$ cat src/rtl/traffic_pkg.sv
// -----------------------------------------------------------------------------
// traffic_pkg
//   Shared definitions for the traffic phase controller and the maquete decoder.
//   Phase codes (StateFlag values):
//     PH_PG = 0 principal green, PH_PY = 1 principal yellow,
//     PH_SG = 2 secondary green, PH_SY = 3 secondary yellow.
//   PH_W  : width of the phase code.
//   TMR_W : width of the per-phase tick timer (SecsLeft).
// -----------------------------------------------------------------------------
package traffic_pkg;

  localparam int PH_W  = 2;
  localparam int TMR_W = 8;

  localparam logic [PH_W-1:0] PH_PG = 2'd0;
  localparam logic [PH_W-1:0] PH_PY = 2'd1;
  localparam logic [PH_W-1:0] PH_SG = 2'd2;
  localparam logic [PH_W-1:0] PH_SY = 2'd3;

  // FSM state type; encodings are the decoder phase codes, so the state
  // register drives StateFlag directly and every encoding is a legal phase.
  typedef enum logic [PH_W-1:0] {
    S_PG = PH_PG,
    S_PY = PH_PY,
    S_SG = PH_SG,
    S_SY = PH_SY
  } phase_e;

endpackage

$ cat src/rtl/tick_prescaler.sv
// -----------------------------------------------------------------------------
// tick_prescaler
//   Divides clk down to a one-cycle tick every TICK_DIV cycles.
//   The count runs 0..TICK_DIV-1; tick is high while count == TICK_DIV-1,
//   after which the count wraps to 0. clr forces the count back to 0 so a
//   new phase always starts on a full tick period.
// Ports
//   clk   in  system clock
//   rst_n in  asynchronous active-low reset (count -> 0)
//   clr   in  synchronous restart of the count
//   tick  out one-cycle tick pulse
// -----------------------------------------------------------------------------
module tick_prescaler #(
  parameter int TICK_DIV = 50_000_000
) (
  input  logic clk,
  input  logic rst_n,
  input  logic clr,
  output logic tick
);

  localparam int CW = (TICK_DIV > 1) ? $clog2(TICK_DIV) : 1;

  logic [CW-1:0] cnt_q, cnt_d;

  assign tick = (cnt_q == CW'(TICK_DIV - 1));

  always_comb begin
    cnt_d = cnt_q + CW'(1);
    if (clr || tick) begin
      cnt_d = '0;
    end
  end

  always_ff @(posedge clk or negedge rst_n) begin
    if (!rst_n) begin
      cnt_q <= '0;
    end else begin
      cnt_q <= cnt_d;
    end
  end

endmodule

$ cat src/rtl/traffic_phase_controller.sv
// -----------------------------------------------------------------------------
// traffic_phase_controller
//   Sequences the phase code PG -> PY -> SG -> SY -> PG, timing each phase in
//   prescaler ticks. Principal green rests (SecsLeft held at 1) until a
//   secondary request has been latched; the switch then happens on a tick.
// Optional feature (macro SEC_EXTEND_EN):
//   Secondary green is held at its last tick while SecReq stays high, up to
//   T_SG_MAX elapsed SG ticks. Without the macro SG lasts exactly T_SG ticks
//   and neither the elapsed counter nor T_SG_MAX exists.
// Ports
//   clk         in  system clock
//   rst_n       in  asynchronous active-low reset
//   SecReq      in  secondary detector level (already synchronised)
//   StateFlag   out current phase code (also the FSM state)
//   SecsLeft    out ticks remaining in the current phase
//   ReqPending  out latched secondary request
//   PhaseChange out one-cycle pulse in the first cycle of each new phase
// Handshake: none; SecReq is a level sampled every cycle, all outputs are
//   registered and change together on the same clk edge.
// -----------------------------------------------------------------------------
module traffic_phase_controller
  import traffic_pkg::*;
#(
  parameter int TICK_DIV = 50_000_000,
`ifdef SEC_EXTEND_EN
  parameter int T_SG_MAX = 20,
`endif
  parameter int T_PG_MIN = 20,
  parameter int T_PY     = 3,
  parameter int T_SG     = 10,
  parameter int T_SY     = 3
) (
  input  logic             clk,
  input  logic             rst_n,
  input  logic             SecReq,
  output logic [PH_W-1:0]  StateFlag,
  output logic [TMR_W-1:0] SecsLeft,
  output logic             ReqPending,
  output logic             PhaseChange
);

  phase_e             state_q, state_d, next_ph;
  logic [TMR_W-1:0]   secs_q, secs_d;
  logic               req_q, req_d;
  logic               pc_q, pc_d;
  logic               tick;
  logic               advance;
  logic               hold_sg;

  function automatic logic [TMR_W-1:0] phase_dur(input phase_e p);
    case (p)
      S_PG:    phase_dur = TMR_W'(T_PG_MIN);
      S_PY:    phase_dur = TMR_W'(T_PY);
      S_SG:    phase_dur = TMR_W'(T_SG);
      default: phase_dur = TMR_W'(T_SY);
    endcase
  endfunction

  // Restarting the prescaler on every phase change keeps each phase at
  // exactly duration*TICK_DIV cycles.
  tick_prescaler #(
    .TICK_DIV(TICK_DIV)
  ) u_prescaler (
    .clk  (clk),
    .rst_n(rst_n),
    .clr  (advance),
    .tick (tick)
  );

`ifdef SEC_EXTEND_EN
  localparam logic [TMR_W:0] SG_MAX = (TMR_W + 1)'(T_SG_MAX);

  logic [TMR_W-1:0] elapsed_q, elapsed_d;

  // Hold only if the tick being taken now still leaves elapsed below the
  // ceiling; elapsed_q counts SG ticks already taken.
  assign hold_sg = SecReq && (({1'b0, elapsed_q} + 1'b1) < SG_MAX);

  always_comb begin
    elapsed_d = elapsed_q;
    if (advance && (next_ph == S_SG)) begin
      elapsed_d = '0;
    end else if (tick && (state_q == S_SG)) begin
      elapsed_d = elapsed_q + TMR_W'(1);
    end
  end

  always_ff @(posedge clk or negedge rst_n) begin
    if (!rst_n) begin
      elapsed_q <= '0;
    end else begin
      elapsed_q <= elapsed_d;
    end
  end
`else
  assign hold_sg = 1'b0;
`endif

  always_comb begin
    next_ph = S_PG;
    case (state_q)
      S_PG:    next_ph = S_PY;
      S_PY:    next_ph = S_SG;
      S_SG:    next_ph = S_SY;
      default: next_ph = S_PG;
    endcase
  end

  always_comb begin
    state_d = state_q;
    secs_d  = secs_q;
    req_d   = req_q;
    advance = 1'b0;

    if (tick) begin
      if (secs_q > TMR_W'(1)) begin
        secs_d = secs_q - TMR_W'(1);
      end else begin
        // Last tick of the phase; SecsLeft stays at 1 if the phase rests.
        case (state_q)
          S_PG:    advance = req_q;
          S_SG:    advance = !hold_sg;
          default: advance = 1'b1;
        endcase
      end
    end

    if (advance) begin
      state_d = next_ph;
      secs_d  = phase_dur(next_ph);
    end

    // Entering SG clears the latch and wins over a same-cycle request.
    if (advance && (next_ph == S_SG)) begin
      req_d = 1'b0;
    end else if (SecReq && (state_q != S_SG)) begin
      req_d = 1'b1;
    end

    pc_d = advance;
  end

  always_ff @(posedge clk or negedge rst_n) begin
    if (!rst_n) begin
      state_q <= S_PG;
      secs_q  <= TMR_W'(T_PG_MIN);
      req_q   <= 1'b0;
      pc_q    <= 1'b0;
    end else begin
      state_q <= state_d;
      secs_q  <= secs_d;
      req_q   <= req_d;
      pc_q    <= pc_d;
    end
  end

  assign StateFlag   = state_q;
  assign SecsLeft    = secs_q;
  assign ReqPending  = req_q;
  assign PhaseChange = pc_q;

endmodule

$ cat config.mk
export PLATFORM = sky130hd
export DESIGN_NAME = traffic_phase_controller
export DESIGN_NICKNAME = d
export VERILOG_FILES = /design/src/rtl/traffic_pkg.sv /design/src/rtl/tick_prescaler.sv /design/src/rtl/traffic_phase_controller.sv
export SDC_FILE = /design/constraint.sdc
export NUM_CORES = 1
export LEC_CHECK = 0
export CAP_MARGIN = 20
export CORE_ASPECT_RATIO = 0.8
export CORE_MARGIN = 5
export CORE_UTILIZATION = 43
export DETAILED_ROUTE_END_ITERATION = 6
export PLACE_DENSITY = 0.65
export SLEW_MARGIN = 25
export SYNTH_ARGS = -nofsm -noshare
export SYNTH_HDL_FRONTEND = slang
export SYNTH_HIERARCHICAL = 1
export SYNTH_SLANG_ARGS = --single-unit
$ cat constraint.sdc
create_clock -name clk -period 7.7 [get_ports clk]
set_input_delay 2.31 -clock clk [delete_from_list [all_inputs] [get_ports clk]]
set_output_delay 2.31 -clock clk [all_outputs]
set_load 0.005 [all_outputs]
==> summary.txt, run 1 <==
Layout
  – Share of cells above drive strength 1: under 10%
  – NumNets Final: 240
  – Fin cells: 288
  – Area delta synth->final: 13.3%
  – Filler cell count: 434
  – Fin area: around 2400 um2
  – Multi-input gate area: 1070 um2
  – Leading cell type in the layout, fill and taps excluded: dfrtp_1
  – ANT cells: 0
  – Register area: around 950 um2
  – Commonest cells after routing, fill and taps aside: dfrtp_1 (36), nor2_1 (25), a21oi_1 (13), clkdlybuf4s50_1 (13), nand2_1 (12)

Placed design
  – Final HPWL DP: about 2.8 mm
  – Placer Congestion: about 0.75
  – Dpl cells: between 200 and 300
  – Port Buf Inserts: 14
  – Area after DPL: 2270 um2

Power
  – Pwr Density: approximately 140 nW/um2
  – Clk pwr share: 39.9%
  – Leak Pwr: slightly below 1 nW
  – P_int: roughly 0.00027 W
  – Max VDD drop: roughly 0.00013 V
  – Design Power: ~0.00034 W
  – Switching Share: 20.1%
  – Comb pwr share: 1.3%
  – Psw: around 0.000068 W
  – Sequential share of power: approximately 59%

Synth
  – Yosys top cell area share: a little over two fifths
  – Syn Area/Cell: ~9.9 um2
  – Unique cell type count in the Yosys netlist: 44
  – Syn_nets: around 220
  – Cell taking the most area after synthesis: dfrtp_1
  – Synthesized instance count: roughly 210
  – Synthesized cell area: around 2100 um2
  – Synth area leaders: dfrtp_1 (43%), ha_1 (5.4%), nor2_1 (4.5%)
  – Yosys warns: 6
  – Register area share after synthesis: between 40 and 50%
  – Synthesized flop and latch total: 38

GRT
  – Vias in the first global route: around 1,500
  – Global-route wire length before repair: 7.16 mm
  – Initial antenna violation count: 0
  – GRT overflow: 0
  – Gr usage total: 14.1%
  – Largest net degree at the start of global routing: 39

Die
  – Die Width: roughly 88 um
  – IO Count: 15
  – Core area: between 4000 and 5000 um2
  – Die ar.: ~6400 um2
  – Die Span Y: roughly 72 um
  – Rows: 22
  – Starting Density: a little under half

Clocking
  – CTS clock-pin slew for the worst setup and hold paths: about 0.07 ns
  – Number of H-tree levels: 2
  – Post-CTS Setup Bufs: 0
  – Cts-stage hold buffer count: 0
  – TritonCTS buffer count: 5
  – Clock Path Buffers: 2
  – TritonCTS clock tree: yes
  – CTS root buf: clkbuf_8
  – Clk Latency, worst-skew pair: between 0.2 and 0.3 ns
  – Post-cts resize count: 0
  – Clock Sinks: 38

Worst hold path
  – Min-delay worst type: register to register
  – Endpoint, Worst Hold: u_prescaler/cnt_q[0]$_DFF_PN0_
  – Hold path startpoint: u_prescaler/cnt_q[0]$_DFF_PN0_
  – Worst Hold Depth: 1

Worst setup path
  – R2R Path End: SecsLeft[7]$_DFFE_PN0P_
  – Crit. End Element: primary output
  – Worst path bufs/invs: 1
  – Register-to-Register Path Depth: 8
  – Critical Path Max Stage Delay: between 0.5 and 0.6 ns
  – Worst-path cell chain: clkdlybuf4s50_1
  – CP max-delay cell: dfstp_2
  – Crit path required time: around 5.4 ns
  – Critical path type: register to primary output
  – Reg-to-Reg Start: u_prescaler/cnt_q[0]$_DFF_PN0_
  – Cell family with most CP delay: flip-flops
  – R2r setup slk: 4.47 ns
  – Crit start category: register
  – Worst-path fanout max: 8
  – Arr. time, crit path: between 1 and 1.5 ns

Route
  – DRC: 0
  – Antenna-violating nets left: 0
  – WL per Instance: about 14 um
  – Vias per inst: ~5.6
  – First-pass DRT Iterations: 4
  – DRT iter0 DRCs: about 90
  – Routed via count: between 1,500 and 2,000
  – Final wirelength: around 4.1 mm

Timing
  – Hold Fails Final Rpt: 0
  – Unrepaired setup endpoints after global routing: false
  – Worst clock skew: 0.00854 ns
  – Setup TNS: 0 ns
  – Final worst path period share: 48.0%
  – Post-layout minimum cycle time: 3.70 ns
  – Setup Viol. Count Final: 0
  – Slew headroom: between 40% and 50%
  – Final max-slew violation count: 0
  – FMAX: ~270 MHz
  – Hold slack: around 0.52 ns
  – Worst slew pin tran: 0.884 ns

Outcome
  – Status: complete, no violations

Job
  – Max Cap Violations: 0
## sequential cells by signal, indices dropped and copies added (netlist names)
| signal | count |
|---|---|
| PhaseChange | 1 |
| ReqPending | 1 |
| SecsLeft | 8 |
| StateFlag | 2 |
| u_prescaler/cnt_q | 26 |
## kinds of logic after synthesis
group	share of synthesized area, %
and+or+nand+nor	28.6
DFF	45.5
AOI/OAI and AO/OA	9.55
xor gates and xnor gates	5.85
buffers and inverters	3.34
adders and majority gates	5.37
muxes	1.79
## Yosys cell counts (all sizes together)
cell	instances
and3	6
a21oi	13
mux2	3
a221o	3
nand2b	1
o2111ai	1
nand3	11
or3b	1
o21a	1
and4	6
or4b	1
dfrtp	36
nand3b	2
ha	9
xor2	9
nor3	7
or4bb	1
nor4b	1
or4	7
o31ai	6
nand2	12
xnor2	5
buf	5
inv	8
dfstp	2
nor2	25
o21ai	6
or3	7
nand4b	2
nor4	3
nand4bb	1
clkbuf	1
nand4	8
or2	1
## metrics by stage
stage	setup slack, ns	util, %
after floorplan	4.83	-
after global placement	4.31	48.9
after detailed placement	4.31	48.9
after CTS	3.99	50.8
after global routing	3.96	51.1
final	4.00	51.1
## metal layers
metal	global-route usage (%)	vias to the layer above	wire, um
li1	-	813	-
met1	21.9	764	2150
met5	0	-	0
met4	3.02	0	19
met2	19.6	20	1820
met3	3.63	2	131
## power by group through the flow
| stage | combinational, W | sequential [W] | clock (W) |
|---|---|---|---|
| after global placement | 0.00000487 | 0.000203 | 0 |
| after detailed placement | 0.00000489 | 0.000203 | 0 |
| after CTS | 0.00000493 | 0.000199 | 0.000140 |
| final | 0.00000442 | 0.000200 | 0.000136 |
| after global routing | 0.00000554 | 0.000199 | 0.000149 |
| after floorplan | 0.000000000586 | 0.000203 | 0 |
## worst max-delay path by stage
| stage | from | endpoint | slack, ns | depth (start not counted) |
|---|---|---|---|---|
| floorplan | SecsLeft[2]$_DFFE_PN1P_ | SecsLeft[2] | 4.83 | 0 |
| global placement | SecsLeft[2]$_DFFE_PN1P_ | SecsLeft[2] | 4.31 | 1 |
| detailed placement | SecsLeft[4]$_DFFE_PN1P_ | SecsLeft[4] | 4.31 | 1 |
| CTS | SecsLeft[4]$_DFFE_PN1P_ | SecsLeft[4] | 3.99 | 1 |
| global route | SecsLeft[4]$_DFFE_PN1P_ | SecsLeft[4] | 3.96 | 1 |
| finish | SecsLeft[4]$_DFFE_PN1P_ | SecsLeft[4] | 4.00 | 1 |
## final cells by class
| class | count | share of cell area (%) |
|---|---|---|
| tap | 60 | 3.16 |
| multi-input combinational | 159 | 45.2 |
| clock buffer | 7 | 3.63 |
| sequential | 38 | 40.1 |
| inverter | 8 | 1.26 |
| timing repair buffer | 16 | 6.64 |
Note: power is estimated with default switching activity, not from simulation.
==> inputs of run 2 (changes only) <==
==> constraint.sdc (replaced) <==
create_clock -name clk -period 3.7 [get_ports clk]
set_input_delay 1.11 -clock clk [delete_from_list [all_inputs] [get_ports clk]]
set_output_delay 1.11 -clock clk [all_outputs]
set_load 0.005 [all_outputs]
==> run 2 against run 1 <==
Global-route usage up 0.34 points. Flip-flop and latch count is the same. Clock skew is 0.00070 ns lower. Sequential power rose by 110%. Power up 130%. Critical endpoint is now SecsLeft[7]$_DFFE_PN0P_. Largest cell class unchanged. Highest routed layer unchanged.
==> summary.txt, run 2 (synthesis results as in run 1) <==
Timing
  – Setup Viol. Count Final: 0 (unchanged)
  – Setup TNS: 0 ns (unchanged)
  – Worst clock skew: 0.00784 ns (-0.000700 ns)
  – Post-layout minimum cycle time: between 2 and 3 ns
  – Final worst path period share: about three quarters
  – Setup ws final: 0.897 ns (-3.11 ns)
  – Worst slew pin tran: 0.827 ns (-0.0574 ns)
  – Unrepaired setup endpoints after global routing: false
  – FMAX: 357 MHz
  – Hold slack: 0.511 ns (-0.00751 ns)
  – Final max-slew violation count: 0 (unchanged)
  – Hold Fails Final Rpt: 0 (unchanged)
  – Slew headroom: 44.9% (+4.3 points)

Route
  – Vias per inst: 5.63 (+1.4%)
  – Met3 wire length: 129 um (-1.5%)
  – Antenna-violating nets left: 0 (unchanged)
  – DRC: 0 (unchanged)
  – Met1 Routed Length: 2.27 mm (+5.7%)
  – Met2 WL: 1.73 mm (-4.9%)
  – DRT iter0 DRCs: 61 (-34%)
  – Routed via count: 1,633 (+2.1%)
  – WL per Instance: 14.4 um (+0.76%)
  – Final wirelength: 4.18 mm (+1.5%)
  – Highest metal used: met4
  – First-pass DRT Iterations: 4 (unchanged)

Layout
  – Largest register FFs: 26 (unchanged)
  – Filler cell count: 434 (unchanged)
  – Area delta synth->final: 14.7%
  – Share of cells above drive strength 1: 10.0% (+1.2 points)
  – Leading cell type in the layout, fill and taps excluded: dfrtp_1
  – Register area: 953 um2 (unchanged)
  – Fin cells: 290 (+0.69%)
  – Commonest cells after routing, fill and taps aside: dfrtp_1 (36), nor2_1 (25), a21oi_1 (13), clkdlybuf4s50_1 (13), nand2_1 (12)
  – Multi-input gate area: 1070 um2 (unchanged)
  – Final core occ: 51.7% (+0.65 points)
  – Most flops, register: u_prescaler/cnt_q
  – ANT cells: 0 (unchanged)
  – NumNets Final: 241 (+0.42%)

Die
  – Die Span Y: 72.5 um (unchanged)
  – Die ar.: 6380 um2 (unchanged)
  – Rows: 22 (unchanged)
  – Starting Density: 45.1% (unchanged)
  – Die Width: 88.1 um (unchanged)
  – IO Count: 15 (unchanged)
  – Core area: 4650 um2 (unchanged)

Worst hold path
  – Min-delay worst type: register to register

Power
  – Leak Pwr: 1.01 nW (+1.9%)
  – Pwr Density: 320 nW/um2 (+120%)
  – Max VDD drop: 0.000292 V (+130%)

Placed design
  – Final HPWL DP: 2.91 mm (+2.9%)
  – Port Buf Inserts: 14 (unchanged)
  – Placer Congestion: 0.742 (-1.5%)
  – Worst slack at placement: 0.901 ns (-3.41 ns)
  – Dpl cells: 281 (+0.36%)

Clocking
  – Post-CTS Setup Bufs: 0 (unchanged)
  – TritonCTS buffer count: 5 (unchanged)
  – TritonCTS clock tree: yes
  – Cts-stage hold buffer count: 0 (unchanged)
  – Post-cts resize count: 0 (unchanged)
  – Number of H-tree levels: 2 (unchanged)
  – CTS root buf: clkbuf_8
  – Clock Sinks: 38 (unchanged)
  – Clock Path Buffers: 2 (unchanged)
  – Clk Latency, worst-skew pair: 0.29 ns (about the same)
  – CTS clock-pin slew for the worst setup and hold paths: 0.07 ns (about the same)

GRT
  – Gr usage total: 14.5% (+0.34 points)
  – Global-route wire length before repair: 7.31 mm (+2.1%)
  – Largest net degree at the start of global routing: 39 (unchanged)
  – GRT overflow: 0 (unchanged)
  – Vias in the first global route: 1,508 (+3.3%)
  – Initial antenna violation count: 0 (unchanged)

Worst setup path
  – Worst-path cell chain: ha_1, and4_1, nand4_1, nor3_1, buf_4, or4b_1, or2_1, nor4_1, mux2_1
  – Crit. End Element: register
  – Crit path required time: 3.87 ns (-1.52 ns)
  – Arr. time, crit path: 2.98 ns (+1.59 ns)
  – Worst-path fanout max: 10 (+2)
  – Critical path type: register to register
  – Crit start category: register
  – Critical Path Max Stage Delay: 0.46 ns (-0.13 ns)
  – CP max-delay cell: or4b_1
  – Worst path bufs/invs: 1 (unchanged)
  – Cell family with most CP delay: simple AND/OR/NAND/NOR gates

Outcome
  – Status: complete, no violations

Job
  – Max Cap Violations: 0 (unchanged)
run 2: changes by cell type in the layout (fill, tap and decap cells not counted):
cell,delta
clkinv_2,+2
buf_4,+1
bufinv_16,+1
clkbuf_1,-1
clkbuf_8,-1
run 2: worst register-to-register path, cell delays in order (launching register included):
cell and delay, ns:
dfrtp_1 0.41, ha_1 0.19, and4_1 0.24, nand4_1 0.18, nor3_1 0.18, buf_4 0.19
or4b_1 0.46, or2_1 0.26, nor4_1 0.24, mux2_1 0.35
run 2: routing by layer:
layer | global-route usage [%] | vias to the layer above
met5 | 0 | -
met4 | 4.53 | 0
met3 | 3.52 | 5
met2 | 19.6 | 21
met1 | 22.4 | 795
li1 | - | 812
run 2: metrics by stage:
stage | area, um2 | total power [W]
after CTS | 2390 | 0.000782
after detailed placement | 2280 | 0.000433
after global routing | 2410 | 0.000803
final | 2410 | 0.000770
after floorplan | 2100 | 0.000423
after global placement | 2280 | 0.000433
run 2: area by class of cell:
| type | count | area share [%] |
|---|---|---|
| Inverter | 8 | 1.25 |
| Sequential cell | 38 | 39.6 |
| Multi-Input combinational cell | 159 | 44.6 |
| Clock inverter | 3 | 1.66 |
| Clock buffer | 5 | 2.86 |
| Tap cell | 60 | 3.12 |
| Timing Repair Buffer | 17 | 6.86 |
run 2: path summary, 6_finish.rpt:
check                      slack, ns                              to                            from  cells past startpoint
max                             0.90         SecsLeft[7]$_DFFE_PN0P_  u_prescaler/cnt_q[0]$_DFF_PN0_                      9
min                             0.51  u_prescaler/cnt_q[0]$_DFF_PN0_  u_prescaler/cnt_q[0]$_DFF_PN0_                      1
max reg2reg                     0.90         SecsLeft[7]$_DFFE_PN0P_  u_prescaler/cnt_q[0]$_DFF_PN0_                      9
min reg2reg                     0.51  u_prescaler/cnt_q[0]$_DFF_PN0_  u_prescaler/cnt_q[0]$_DFF_PN0_                      1
max in group asynchronous       2.26  u_prescaler/cnt_q[3]$_DFF_PN0_                           rst_n                      1
min in group asynchronous       0.91          ReqPending$_DFFE_PN0P_                           rst_n                      1
run 2: report_power, final:
group | internal (W) | switching (W)
Combinational | 0.00000130 | 0.00000780
Clock | 0.000198 | 0.000148
Sequential | 0.000415 | 0.0000000000000000000419
Total | 0.000615 | 0.000155
==> inputs of run 3 (changes only) <==
==> constraint.sdc (replaced) <==
create_clock -name clk -period 2.8 [get_ports clk]
set_input_delay 0.84 -clock clk [delete_from_list [all_inputs] [get_ports clk]]
set_output_delay 0.84 -clock clk [all_outputs]
set_load 0.005 [all_outputs]
==> run 3 against run 2 <==
Register-to-register slack lost 0.65 ns. Routed wire length shrank 2.0%. Sequential power grew 32%. Worst setup slack lost 0.65 ns.
==> summary.txt, run 3 (synthesis results as in run 1) <==
Power
  – Psw: 0.000200 W (+29%)
  – Design Power: 0.000923 W (+20%)
  – Comb pwr share: 1.3% (about the same)
  – Max VDD drop: 0.000313 V (+7.3%)
  – Sequential share of power: 59.4% (+5.5 points)
  – Switching Share: 21.7% (+1.5 points)
  – Pwr Density: 381 nW/um2 (+19%)
  – Leak Pwr: 1.02 nW (+1.2%)
  – P_int: 0.000723 W (+18%)
  – Clk pwr share: 39.3% (-5.6 points)

GRT
  – GRT overflow: 0 (unchanged)
  – Vias in the first global route: 1,507 (-0.066%)
  – Largest net degree at the start of global routing: 39 (unchanged)
  – Gr usage total: 14.4% (-0.027 points)
  – Initial antenna violation count: 0 (unchanged)
  – Global-route wire length before repair: 7.25 mm (-0.85%)

Timing
  – Hold slack: 0.530 ns (+0.0185 ns)
  – Final max-slew violation count: 0 (unchanged)
  – FMAX: 391 MHz (+9.7%)
  – Post-layout minimum cycle time: 2.56 ns (-0.247 ns)
  – Worst slew pin tran: 0.836 ns (+0.00951 ns)
  – Hold Fails Final Rpt: 0 (unchanged)
  – Setup TNS: 0 ns (unchanged)
  – Setup Viol. Count Final: 0 (unchanged)
  – Final worst path period share: 91.3% (+16 points)
  – Worst clock skew: 0.0113 ns (+0.00347 ns)
  – Slew headroom: 44.2% (-0.63 points)
  – Unrepaired setup endpoints after global routing: false

Placed design
  – Dpl cells: 286 (+1.8%)
  – Port Buf Inserts: 14 (unchanged)
  – Final HPWL DP: 2.91 mm (-0.12%)
  – Placer Congestion: 0.752 (+1.3%)

Layout
  – Final core occ: 52.0% (+0.32 points)
  – ANT cells: 0 (unchanged)
  – Share of cells above drive strength 1: 12.3% (+2.3 points)
  – Most flops, register: u_prescaler/cnt_q
  – Largest register FFs: 26 (unchanged)
  – Area delta synth->final: 15.5%
  – Leading cell type in the layout, fill and taps excluded: dfrtp_1
  – NumNets Final: 246 (+2.1%)
  – Fin cells: 295 (+1.7%)
  – Commonest cells after routing, fill and taps aside: dfrtp_1 (36), nor2_1 (25), a21oi_1 (13), clkdlybuf4s50_1 (13), nand2_1 (12)

Clocking
  – Clk Latency, worst-skew pair: 0.29 ns (about the same)
  – Number of H-tree levels: 2 (unchanged)
  – TritonCTS clock tree: yes
  – Clock Path Buffers: 2 (unchanged)
  – TritonCTS buffer count: 5 (unchanged)
  – Clock Sinks: 38 (unchanged)
  – Cts-stage hold buffer count: 0 (unchanged)
  – CTS root buf: clkbuf_8
  – CTS clock-pin slew for the worst setup and hold paths: 0.08 ns (about the same)

Die
  – Die Width: 88.1 um (unchanged)
  – Core area: 4650 um2 (unchanged)
  – IO Count: 15 (unchanged)
  – Rows: 22 (unchanged)
  – Starting Density: 45.1% (unchanged)
  – Die ar.: 6380 um2 (unchanged)
  – Die Span Y: 72.5 um (unchanged)

Worst setup path
  – Crit path required time: 2.97 ns (-0.90 ns)
  – Arr. time, crit path: 2.72 ns (-0.26 ns)
  – Critical path type: register to register
  – Crit. End Element: register
  – Worst-path fanout max: 5 (-5)
  – Crit start category: register

Route
  – DRT iter0 DRCs: 66 (+8.2%)
  – DRC: 0 (unchanged)
  – WL per Instance: 13.9 um (-3.7%)
  – Final wirelength: 4.10 mm (-2.0%)
  – Routed via count: 1,653 (+1.2%)
  – Vias per inst: 5.60 (-0.49%)
  – Antenna-violating nets left: 0 (unchanged)
  – First-pass DRT Iterations: 4 (unchanged)

Job
  – Max Cap Violations: 0 (unchanged)

Worst hold path
  – Min-delay worst type: register to register

Outcome
  – Status: complete, no violations
## run 3: cell count changes in the layout (fill, tap and decap cells not counted)
cell       before  now
buf_4           2    8
buf_8           1    0
bufinv_16       1    0
clkbuf_1        0    1
nor3_1          7    6
nor3_2          0    1
nor4_1          2    1
nor4_2          1    2
## run 3: layout make-up
class | count | area, um2
clock buffer | 6 | 72.6
clock inverter | 2 | 10.0
fill | 440 | 2230
inverter | 8 | 30.0
multi-input combinational | 159 | 1080
sequential | 38 | 953
tap | 60 | 75.1
timing repair buffer | 22 | 195
## run 3: worst paths after layout
path | slack (ns) | from | depth (start not counted) | end
max in group asynchronous | 1.62 | rst_n | 1 | u_prescaler/cnt_q[21]$_DFF_PN0_
hold / removal | 0.53 | SecsLeft[7]$_DFFE_PN0P_ | 1 | SecsLeft[7]$_DFFE_PN0P_
setup reg to reg | 0.24 | u_prescaler/cnt_q[0]$_DFF_PN0_ | 8 | SecsLeft[7]$_DFFE_PN0P_
setup / recovery | 0.24 | u_prescaler/cnt_q[0]$_DFF_PN0_ | 8 | SecsLeft[7]$_DFFE_PN0P_
hold reg to reg | 0.53 | SecsLeft[7]$_DFFE_PN0P_ | 1 | SecsLeft[7]$_DFFE_PN0P_
min in group asynchronous | 0.65 | rst_n | 1 | u_prescaler/cnt_q[4]$_DFF_PN0_
## run 3: worst max-delay path, cell delays in order (launching register included)
cell,delay (ns)
dfrtp_1,0.42
ha_1,0.20
and4_1,0.26
nand4_1,0.15
nor3_2,0.16
or4b_1,0.47
or2_1,0.27
nor4_2,0.16
mux2_1,0.34
## run 3: stage by stage
step	cell area, um2	setup slack [ns]
2_1_floorplan	2100	0.228
3_3_place_gp	2320	0.201
3_5_place_dp	2320	0.0668
4_1_cts	2400	0.0160
5_1_grt	2420	0.0125
6_report	2420	0.244
## run 3: repair_timing
item                                   CTS  global route
buffers inserted                         0             1
resized for setup                        0             2
endpoints found under the hold margin    0             0
setup endpoints to repair                0             2
## run 3: routing by layer
metal  global-route usage [%]  part of all wire, %  vias to the layer above
li1                         -                    -                      826
met1                     21.7                   53                      800
met2                     20.0                   43                       22
met3                     3.75                  3.2                        5
met4                     5.03                  1.2                        0
met5                        0                    0                        -
## run 3: power groups by stage
stage                          logic (W)  clock network (W)  registers (W)
after floorplan           0.000000000896                  0       0.000559
after global placement         0.0000135                  0       0.000559
after detailed placement       0.0000131                  0       0.000559
after CTS                      0.0000133           0.000373       0.000549
after global routing           0.0000150           0.000401       0.000548
final                          0.0000121           0.000362       0.000549
